==> config.mk <==
export PLATFORM = sky130hd
export DESIGN_NAME = mem_access_ctrl
export DESIGN_NICKNAME = d
export VERILOG_FILES = /design/src/rtl/mem_map_pkg.sv /design/src/rtl/mem_access_ctrl_store_lane_gen.sv /design/src/rtl/mem_access_ctrl.sv
export SDC_FILE = /design/constraint.sdc
export NUM_CORES = 1
export LEC_CHECK = 0
export CORE_MARGIN = 1
export CORE_UTILIZATION = 35
export CTS_BUF_LIST = sky130_fd_sc_hd__clkbuf_8
export CTS_CLUSTER_DIAMETER = 40
export DETAILED_ROUTE_END_ITERATION = 6
export PLACE_DENSITY_LB_ADDON = 0.3
export SLEW_MARGIN = 10
export SYNTH_ARGS = -nofsm -noshare
export SYNTH_HDL_FRONTEND = slang
export SYNTH_SLANG_ARGS = --single-unit
==> constraint.sdc <==
create_clock -name clk -period 1.9 [get_ports clk]
set_input_delay 0.475 -clock clk [delete_from_list [all_inputs] [get_ports clk]]
set_output_delay 0.475 -clock clk [all_outputs]
set_load 0.05 [all_outputs]
==> src/rtl/mem_map_pkg.sv <==
// Shared memory-map, select-code and funct3 definitions for the
// data-memory access path.
package mem_map_pkg;

    localparam logic [3:0] REGION_DMEM = 4'b0001;
    localparam logic [3:0] REGION_BIOS = 4'b0100;
    localparam logic [3:0] REGION_IO   = 4'b1000;

    localparam logic [1:0] DMEM_SEL_IO   = 2'd0;
    localparam logic [1:0] DMEM_SEL_DMEM = 2'd1;
    localparam logic [1:0] DMEM_SEL_BIOS = 2'd2;

    localparam logic [1:0] WB_SEL_IMM = 2'd0;
    localparam logic [1:0] WB_SEL_PC4 = 2'd1;
    localparam logic [1:0] WB_SEL_MEM = 2'd2;
    localparam logic [1:0] WB_SEL_ALU = 2'd3;

    localparam logic [2:0] F3_LB  = 3'b000;
    localparam logic [2:0] F3_LH  = 3'b001;
    localparam logic [2:0] F3_LW  = 3'b010;
    localparam logic [2:0] F3_LBU = 3'b100;
    localparam logic [2:0] F3_LHU = 3'b101;
    localparam logic [2:0] F3_SB  = 3'b000;
    localparam logic [2:0] F3_SH  = 3'b001;
    localparam logic [2:0] F3_SW  = 3'b010;

    typedef logic [1:0] io_state_t;
    localparam io_state_t ST_IDLE    = 2'd0;
    localparam io_state_t ST_IO_WAIT = 2'd1;
    localparam io_state_t ST_IO_DONE = 2'd2;

    // Unmapped addresses fall back to the DMEM raw-data path.
    function automatic logic [1:0] dmem_sel_of(input logic [3:0] nib);
        if (nib == REGION_IO)
            return DMEM_SEL_IO;
        else if (nib == REGION_BIOS)
            return DMEM_SEL_BIOS;
        return DMEM_SEL_DMEM;
    endfunction

endpackage

==> src/rtl/mem_access_ctrl_store_lane_gen.sv <==
// Store byte-lane generator: funct3 and address low bits to byte
// write-enables, lane-aligned data and a misalignment flag.
module store_lane_gen
    import mem_map_pkg::*;
(
    input  logic [2:0]  funct3,
    input  logic [1:0]  addr_lo,
    input  logic [31:0] wdata,
    output logic [3:0]  we,
    output logic [31:0] data,
    output logic        misaligned
);

    always_comb begin
        we         = 4'b0000;
        data       = 32'h0;
        misaligned = 1'b0;
        case (funct3)
            F3_SB: begin
                we   = 4'b0001 << addr_lo;
                data = {4{wdata[7:0]}};
            end
            F3_SH: begin
                if (addr_lo[0]) begin
                    misaligned = 1'b1;
                end else begin
                    we   = addr_lo[1] ? 4'b1100 : 4'b0011;
                    data = {2{wdata[15:0]}};
                end
            end
            F3_SW: begin
                if (addr_lo != 2'b00) begin
                    misaligned = 1'b1;
                end else begin
                    we   = 4'b1111;
                    data = wdata;
                end
            end
            default: ;
        endcase
    end

endmodule

==> src/rtl/mem_access_ctrl.sv <==
// EXE-stage data-memory access sequencer: region decode, DMEM lanes,
// IO req/ack with timeout, and WB select alignment registers.
module mem_access_ctrl
    import mem_map_pkg::*;
#(
    parameter int IO_TIMEOUT = 16,
    parameter int ADDR_W     = 32
) (
    input  logic              clk,
    input  logic              rst,
    input  logic              exe_valid,
    input  logic              exe_is_load,
    input  logic              exe_is_store,
    input  logic [2:0]        exe_funct3,
    input  logic [1:0]        exe_wb_sel,
    input  logic [ADDR_W-1:0] exe_addr,
    input  logic [31:0]       exe_wdata,
    output logic              dmem_en,
    output logic [3:0]        dmem_we,
    output logic [31:0]       dmem_wdata,
    output logic              bios_en,
    output logic              io_req,
    output logic              io_we,
    output logic [ADDR_W-1:0] io_addr,
    output logic [31:0]       io_wdata,
    input  logic              io_ack,
    input  logic [31:0]       io_rdata,
    output logic [31:0]       io_data_q,
    output logic              stall,
    output logic [1:0]        wb_dmem_sel,
    output logic [2:0]        wb_load_sel,
    output logic [1:0]        wb_sel,
    output logic              misalign
);

    localparam int CNT_W = ($clog2(IO_TIMEOUT) < 5) ? 5 : $clog2(IO_TIMEOUT);
    localparam logic [CNT_W-1:0] CNT_LAST = CNT_W'(IO_TIMEOUT - 1);

    io_state_t         state_q, state_d;
    logic [CNT_W-1:0]  cnt_q, cnt_d;
    logic              io_we_q, io_we_d;
    logic [ADDR_W-1:0] io_addr_q, io_addr_d;
    logic [31:0]       io_wdata_q, io_wdata_d;
    logic [31:0]       io_data_d, io_data_r;
    logic              misalign_q, misalign_d;
    logic [1:0]        wb_dmem_sel_q, wb_dmem_sel_d;
    logic [2:0]        wb_load_sel_q, wb_load_sel_d;
    logic [1:0]        wb_sel_q, wb_sel_d;

    logic [3:0]  nib;
    logic        mem_op, waiting, io_start, dmem_st;
    logic [3:0]  lane_we;
    logic [31:0] lane_data;
    logic        lane_mis;

    assign nib      = exe_addr[ADDR_W-1 -: 4];
    assign mem_op   = exe_is_load | exe_is_store;
    assign waiting  = (state_q == ST_IO_WAIT);
    assign io_start = exe_valid & (nib == REGION_IO) & mem_op & (state_q == ST_IDLE);
    assign dmem_st  = exe_valid & (nib == REGION_DMEM) & exe_is_store & ~waiting;

    store_lane_gen u_lane (
        .funct3     (exe_funct3),
        .addr_lo    (exe_addr[1:0]),
        .wdata      (exe_wdata),
        .we         (lane_we),
        .data       (lane_data),
        .misaligned (lane_mis)
    );

    assign dmem_en    = exe_valid & (nib == REGION_DMEM) & mem_op & ~waiting;
    assign dmem_we    = dmem_st ? lane_we : 4'b0000;
    assign dmem_wdata = dmem_st ? lane_data : 32'h0;
    assign bios_en    = exe_valid & (nib == REGION_BIOS) & exe_is_load & ~waiting;
    assign stall      = io_start | waiting;

    always_comb begin
        state_d    = state_q;
        cnt_d      = cnt_q;
        io_we_d    = io_we_q;
        io_addr_d  = io_addr_q;
        io_wdata_d = io_wdata_q;
        io_data_d  = io_data_r;
        misalign_d = misalign_q | (dmem_st & lane_mis);
        case (state_q)
            ST_IDLE: begin
                if (io_start) begin
                    state_d    = ST_IO_WAIT;
                    cnt_d      = '0;
                    io_we_d    = exe_is_store;
                    io_addr_d  = exe_addr;
                    io_wdata_d = exe_wdata;
                end
            end
            ST_IO_WAIT: begin
                // Ack takes priority over a coincident timeout.
                if (io_ack) begin
                    if (!io_we_q)
                        io_data_d = io_rdata;
                    state_d = ST_IO_DONE;
                end else if (cnt_q == CNT_LAST) begin
                    io_data_d  = 32'h0;
                    misalign_d = 1'b1;
                    state_d    = ST_IO_DONE;
                end else begin
                    cnt_d = cnt_q + 1'b1;
                end
            end
            ST_IO_DONE: state_d = ST_IDLE;
            default:    state_d = ST_IDLE;
        endcase
    end

    always_comb begin
        wb_dmem_sel_d = wb_dmem_sel_q;
        wb_load_sel_d = wb_load_sel_q;
        wb_sel_d      = wb_sel_q;
        if (!stall) begin
            if (!exe_valid) begin
                wb_dmem_sel_d = 2'd0;
                wb_load_sel_d = 3'd0;
                wb_sel_d      = 2'd0;
            end else begin
                wb_dmem_sel_d = dmem_sel_of(nib);
                wb_load_sel_d = exe_funct3;
                wb_sel_d      = exe_wb_sel;
            end
        end
    end

    always_ff @(posedge clk) begin
        if (rst) begin
            state_q       <= ST_IDLE;
            cnt_q         <= '0;
            io_we_q       <= 1'b0;
            io_addr_q     <= '0;
            io_wdata_q    <= 32'h0;
            io_data_r     <= 32'h0;
            misalign_q    <= 1'b0;
            wb_dmem_sel_q <= 2'd0;
            wb_load_sel_q <= 3'd0;
            wb_sel_q      <= 2'd0;
        end else begin
            state_q       <= state_d;
            cnt_q         <= cnt_d;
            io_we_q       <= io_we_d;
            io_addr_q     <= io_addr_d;
            io_wdata_q    <= io_wdata_d;
            io_data_r     <= io_data_d;
            misalign_q    <= misalign_d;
            wb_dmem_sel_q <= wb_dmem_sel_d;
            wb_load_sel_q <= wb_load_sel_d;
            wb_sel_q      <= wb_sel_d;
        end
    end

    assign io_req      = waiting;
    assign io_we       = io_we_q;
    assign io_addr     = io_addr_q;
    assign io_wdata    = io_wdata_q;
    assign io_data_q   = io_data_r;
    assign misalign    = misalign_q;
    assign wb_dmem_sel = wb_dmem_sel_q;
    assign wb_load_sel = wb_load_sel_q;
    assign wb_sel      = wb_sel_q;

endmodule

==> impl_metrics.toml <==
[global_route]
gr-usage-all-layers_pct = 26.2
grt-busiest-layer = "met2"
number_of_antenna_violations_at_the_first_check_in_global_routing = 0
grt_max_degree = 47
wire_length_of_the_first_global_routing_pass_um = 29000
met3_global_route_usage_pct = 6.30
globalRoute.totalOverflow = 0
first_global_vias = 5725
global_route.usage.met2_pct = 46.9
gr-usage-met1_pct = 29.8

[synthesis]
netlist_top_cells_area = "sky130_fd_sc_hd__dfxtp_1 (48%), sky130_fd_sc_hd__nand2_1 (15%), sky130_fd_sc_hd__a21oi_1 (12%)"
synth.avg_cell_area_um2 = 7.63
yosys.area.top_type_share_pct = 47.6
yosys_most_used_dff = "sky130_fd_sc_hd__dfxtp_1"
synthCells = 618
area_leader_netlist = "sky130_fd_sc_hd__dfxtp_1"
synth.yosys.seq_area_share_pct = 47.6
yosysUniqueCellTypes = 39
number_of_flip_flops_and_latches_in_the_synthesized_netlist = 112
netlist_area_mm2 = 0.00471
yosys_warnings = 0
postSynth.asyncResetShare_pct = 0
synth_nets = 727
synth_edf_count = 0

[route]
totalWireLength_um = 18700
detailed_route_iter0_violations = 446
final_antenna_net_count = 0
viasPerCell = 5.07
vias = 5684
firstDrtPassIters = 4
wl_cell_um = 16.7
drcViolationCount = 0

[place]
place.gp.congestion = 0.899
postPlaceCellArea_mm2 = 0.00846
port_buffers = 251
dp.final_hpwl_um = 13300
pre_cts_slack_ps = -896
placed_cells = 1073

[sta]
tns_ps = -16030
fmax_mhz = 420
hold-worst-slack_ps = 461
timing_worst_slew_pin_value_ps = 365
fin_ws_ps = -478
timing.final.setup_violations = 39
clock-skew-final_ps = 10.5
grt_setup_unrepaired = "true"
timing.final.crit_share_pct = 125
fin_crit_ps = 2380
max_slew_margin_pct = 75.7
final_hold_violating_endpoints = 0
final-max-slew-violation-count = 0

[worst_setup_path]
crit_path_end_kind = "output pin"
timing.reg2reg.setup_slack_ps = 0
worst-endpoint-arrival_ps = 1900
crit_fanout = 11
rr_startpoint = "state_q[1]$_SDFFE_PP0P_"
r2r-end = "wb_dmem_sel[1]$_SDFFE_PP0N_"
timing.critical_path.required_ps = 1420
cells_traversed_along_the_worst_timing_path = "dlygate4sd2_1, buf_4, nor2_2, and2_4, buf_12, buf_16, nand2_1, a21oi_4, buf_12"
critPathMostFrequentCell = "sky130_fd_sc_hd__buf_12"
cells_on_worst_reg2reg_path = 12
timing.setup.critical_path_class = "in -> out"
maximum_cell_stage_delay_along_the_critical_path_ps = 270
setup.worst_path.start_class = "input port"
cp_slowest_cell = "sky130_fd_sc_hd__dlygate4sd2_1"

[clock_tree]
number_of_clock_sinks_seen_by_cts = 112
clock_insertion_delay_worst_skew_ps = 390
htreeDepth = 3
clock_path_buffers = 2
path_clk_slew_ps = 100
cts_tree = "yes"
clock-root-buffer = "sky130_fd_sc_hd__clkbuf_8"
cts-buffers-inserted = 9

[final_layout]
layout.nets = 1050
syn_to_final_growth_pct = 97.7
design_area_mm2 = 0.00932
final-instance-count-excl-fill = 1121
antenna_cells = 0
drive_gt1_share_pct = 38.5
fillers = 961

[min_path]
hold_path_class = "reg -> reg"
holdCritStartpoint = "io_data_q[3]$_SDFFE_PP0P_"
min_delay_worst_endpoint = "io_data_q[3]$_SDFFE_PP0P_"
worstHoldPathCells = 2

[run_status]
status = "finished with violations"
violations = "setup timing"

[floorplan]
design.portCount = 252
chipWidth_um = 118
die-area_mm2 = 0.0139
number_of_placement_rows = 42
die_height_um = 118
fp.coreArea_mm2 = 0.0132
initial_core_util_pct = 35.7

[power]
ir_worst_vdd_v = 0.000454
cellPowerDensity_mw_per_mm2 = 525
power_leakage_nw = 3.59

[run]
maxCapViolations = 0
## worst max-delay path by stage
stage               slack, ps             end  depth (start not counted)           from
floorplan                -480      dmem_we[2]                          5   exe_addr[31]
global placement         -880      dmem_we[0]                          6   exe_addr[31]
detailed placement       -900      dmem_we[0]                          6   exe_addr[31]
CTS                      -570      dmem_we[3]                          7   exe_addr[30]
global route             -560   dmem_wdata[7]                          8   exe_addr[29]
finish                   -480  dmem_wdata[27]                          9  exe_funct3[2]
## metrics by stage
step,power (W),utilization [%]
after floorplan,0.00272,-
after global placement,0.00316,64.1
after detailed placement,0.00317,64.1
after CTS,0.00490,68.4
after global routing,0.00508,70.6
final,0.00489,70.6
## cell usage after synthesis, types with 3 or more instances
cell type / count
sky130_fd_sc_hd__o21ai_0: 13
sky130_fd_sc_hd__a22oi_1: 8
sky130_fd_sc_hd__clkbuf_1: 27
sky130_fd_sc_hd__and2_1: 4
sky130_fd_sc_hd__inv_1: 13
sky130_fd_sc_hd__dfxtp_1: 112
sky130_fd_sc_hd__nor2_1: 17
sky130_fd_sc_hd__a21oi_1: 116
sky130_fd_sc_hd__nor2b_1: 3
sky130_fd_sc_hd__a22o_1: 6
sky130_fd_sc_hd__nor3_1: 14
sky130_fd_sc_hd__xor2_1: 3
sky130_fd_sc_hd__nand3_1: 33
sky130_fd_sc_hd__buf_2: 19
sky130_fd_sc_hd__nand3b_1: 11
sky130_fd_sc_hd__buf_6: 3
sky130_fd_sc_hd__nand2_1: 183
## critical path, delay by kind of cell
family	cells	cell delay, ps
buf+inv	5	810
compound gates	1	190
simple gates	3	430
## layer usage
| layer | up-vias | part of all wire [%] |
|---|---|---|
| li1 | 2712 | - |
| met1 | 2668 | 39 |
| met2 | 259 | 51 |
| met3 | 45 | 7.3 |
| met4 | 0 | 3.0 |
| met5 | - | 0 |
## repair_timing
action	in CTS	in global routing
hold buffers	0	0
cloned	3	3
setup buffers	14	15
resized for setup	64	31
pin swaps	16	26
setup endpoints to repair	70	74
## sequential cells by signal, summed over array words and instances, names as in the netlist
register     count
io_addr         32
io_data_q       32
io_wdata        32
cnt_q            5
wb_load_sel      3
state_q          2
wb_dmem_sel      2
wb_sel           2
io_we            1
misalign         1
## cells in the final DEF (no fill, tap or decap), types with 3 or more instances in the layout
master,synthesis,routed
sky130_fd_sc_hd__buf_4,2,192
sky130_fd_sc_hd__nand3b_1,11,11
sky130_fd_sc_hd__a22oi_2,0,6
sky130_fd_sc_hd__a22o_1,6,6
sky130_fd_sc_hd__clkbuf_16,0,3
sky130_fd_sc_hd__nor4b_4,1,3
sky130_fd_sc_hd__clkdlybuf4s50_1,0,93
sky130_fd_sc_hd__nand2_2,0,11
sky130_fd_sc_hd__a21oi_4,0,17
sky130_fd_sc_hd__a21oi_1,116,97
sky130_fd_sc_hd__nand3_1,33,33
sky130_fd_sc_hd__buf_6,3,9
sky130_fd_sc_hd__and2_1,4,3
sky130_fd_sc_hd__xor2_1,3,3
sky130_fd_sc_hd__dfxtp_2,0,4
sky130_fd_sc_hd__clkbuf_8,0,9
sky130_fd_sc_hd__inv_1,13,13
sky130_fd_sc_hd__nor2_4,0,8
sky130_fd_sc_hd__bufinv_16,0,3
sky130_fd_sc_hd__o21ai_0,13,12
sky130_fd_sc_hd__dfxtp_1,112,108
sky130_fd_sc_hd__buf_2,19,3
sky130_fd_sc_hd__nor3_1,14,5
sky130_fd_sc_hd__nand2_1,183,170
sky130_fd_sc_hd__nor3_4,0,9
sky130_fd_sc_hd__nor2_1,17,5
sky130_fd_sc_hd__dlygate4sd2_1,0,6
sky130_fd_sc_hd__buf_12,0,54
sky130_fd_sc_hd__nor2_2,0,4
## area by class of cell
class / count / area [um2] / area share [%]
well taps: 176 / 220 / 2.36
multi-input cells: 441 / 2770 / 29.7
flip-flops and latches: 112 / 2250 / 24.1
repair buffers: 364 / 3780 / 40.6
inverters: 13 / 52.6 / 0.564
clock inverters: 6 / 119 / 1.28
clock buffers: 9 / 124 / 1.33
## report_power, final
group	leakage, nW	switching (W)	internal [W]
clock network	0.124	0.000845	0.000880
logic	2.56	0.000390	0.000395
registers	0.906	0.0000129	0.00237
## cell families after synthesis
| logic type | after synthesis | share of synthesized area (%) |
|---|---|---|
| XOR/XNOR | 5 | 0.929 |
| AND/OR/NAND/NOR | 283 | 27.2 |
| AO/OA/AOI/OAI | 151 | 17.5 |
| buffers and inverters | 65 | 6.34 |
| flip-flops | 112 | 47.6 |
| adder cells (fa/ha/maj) | 2 | 0.531 |
No activity file was read; power rests on OpenSTA's default activity.
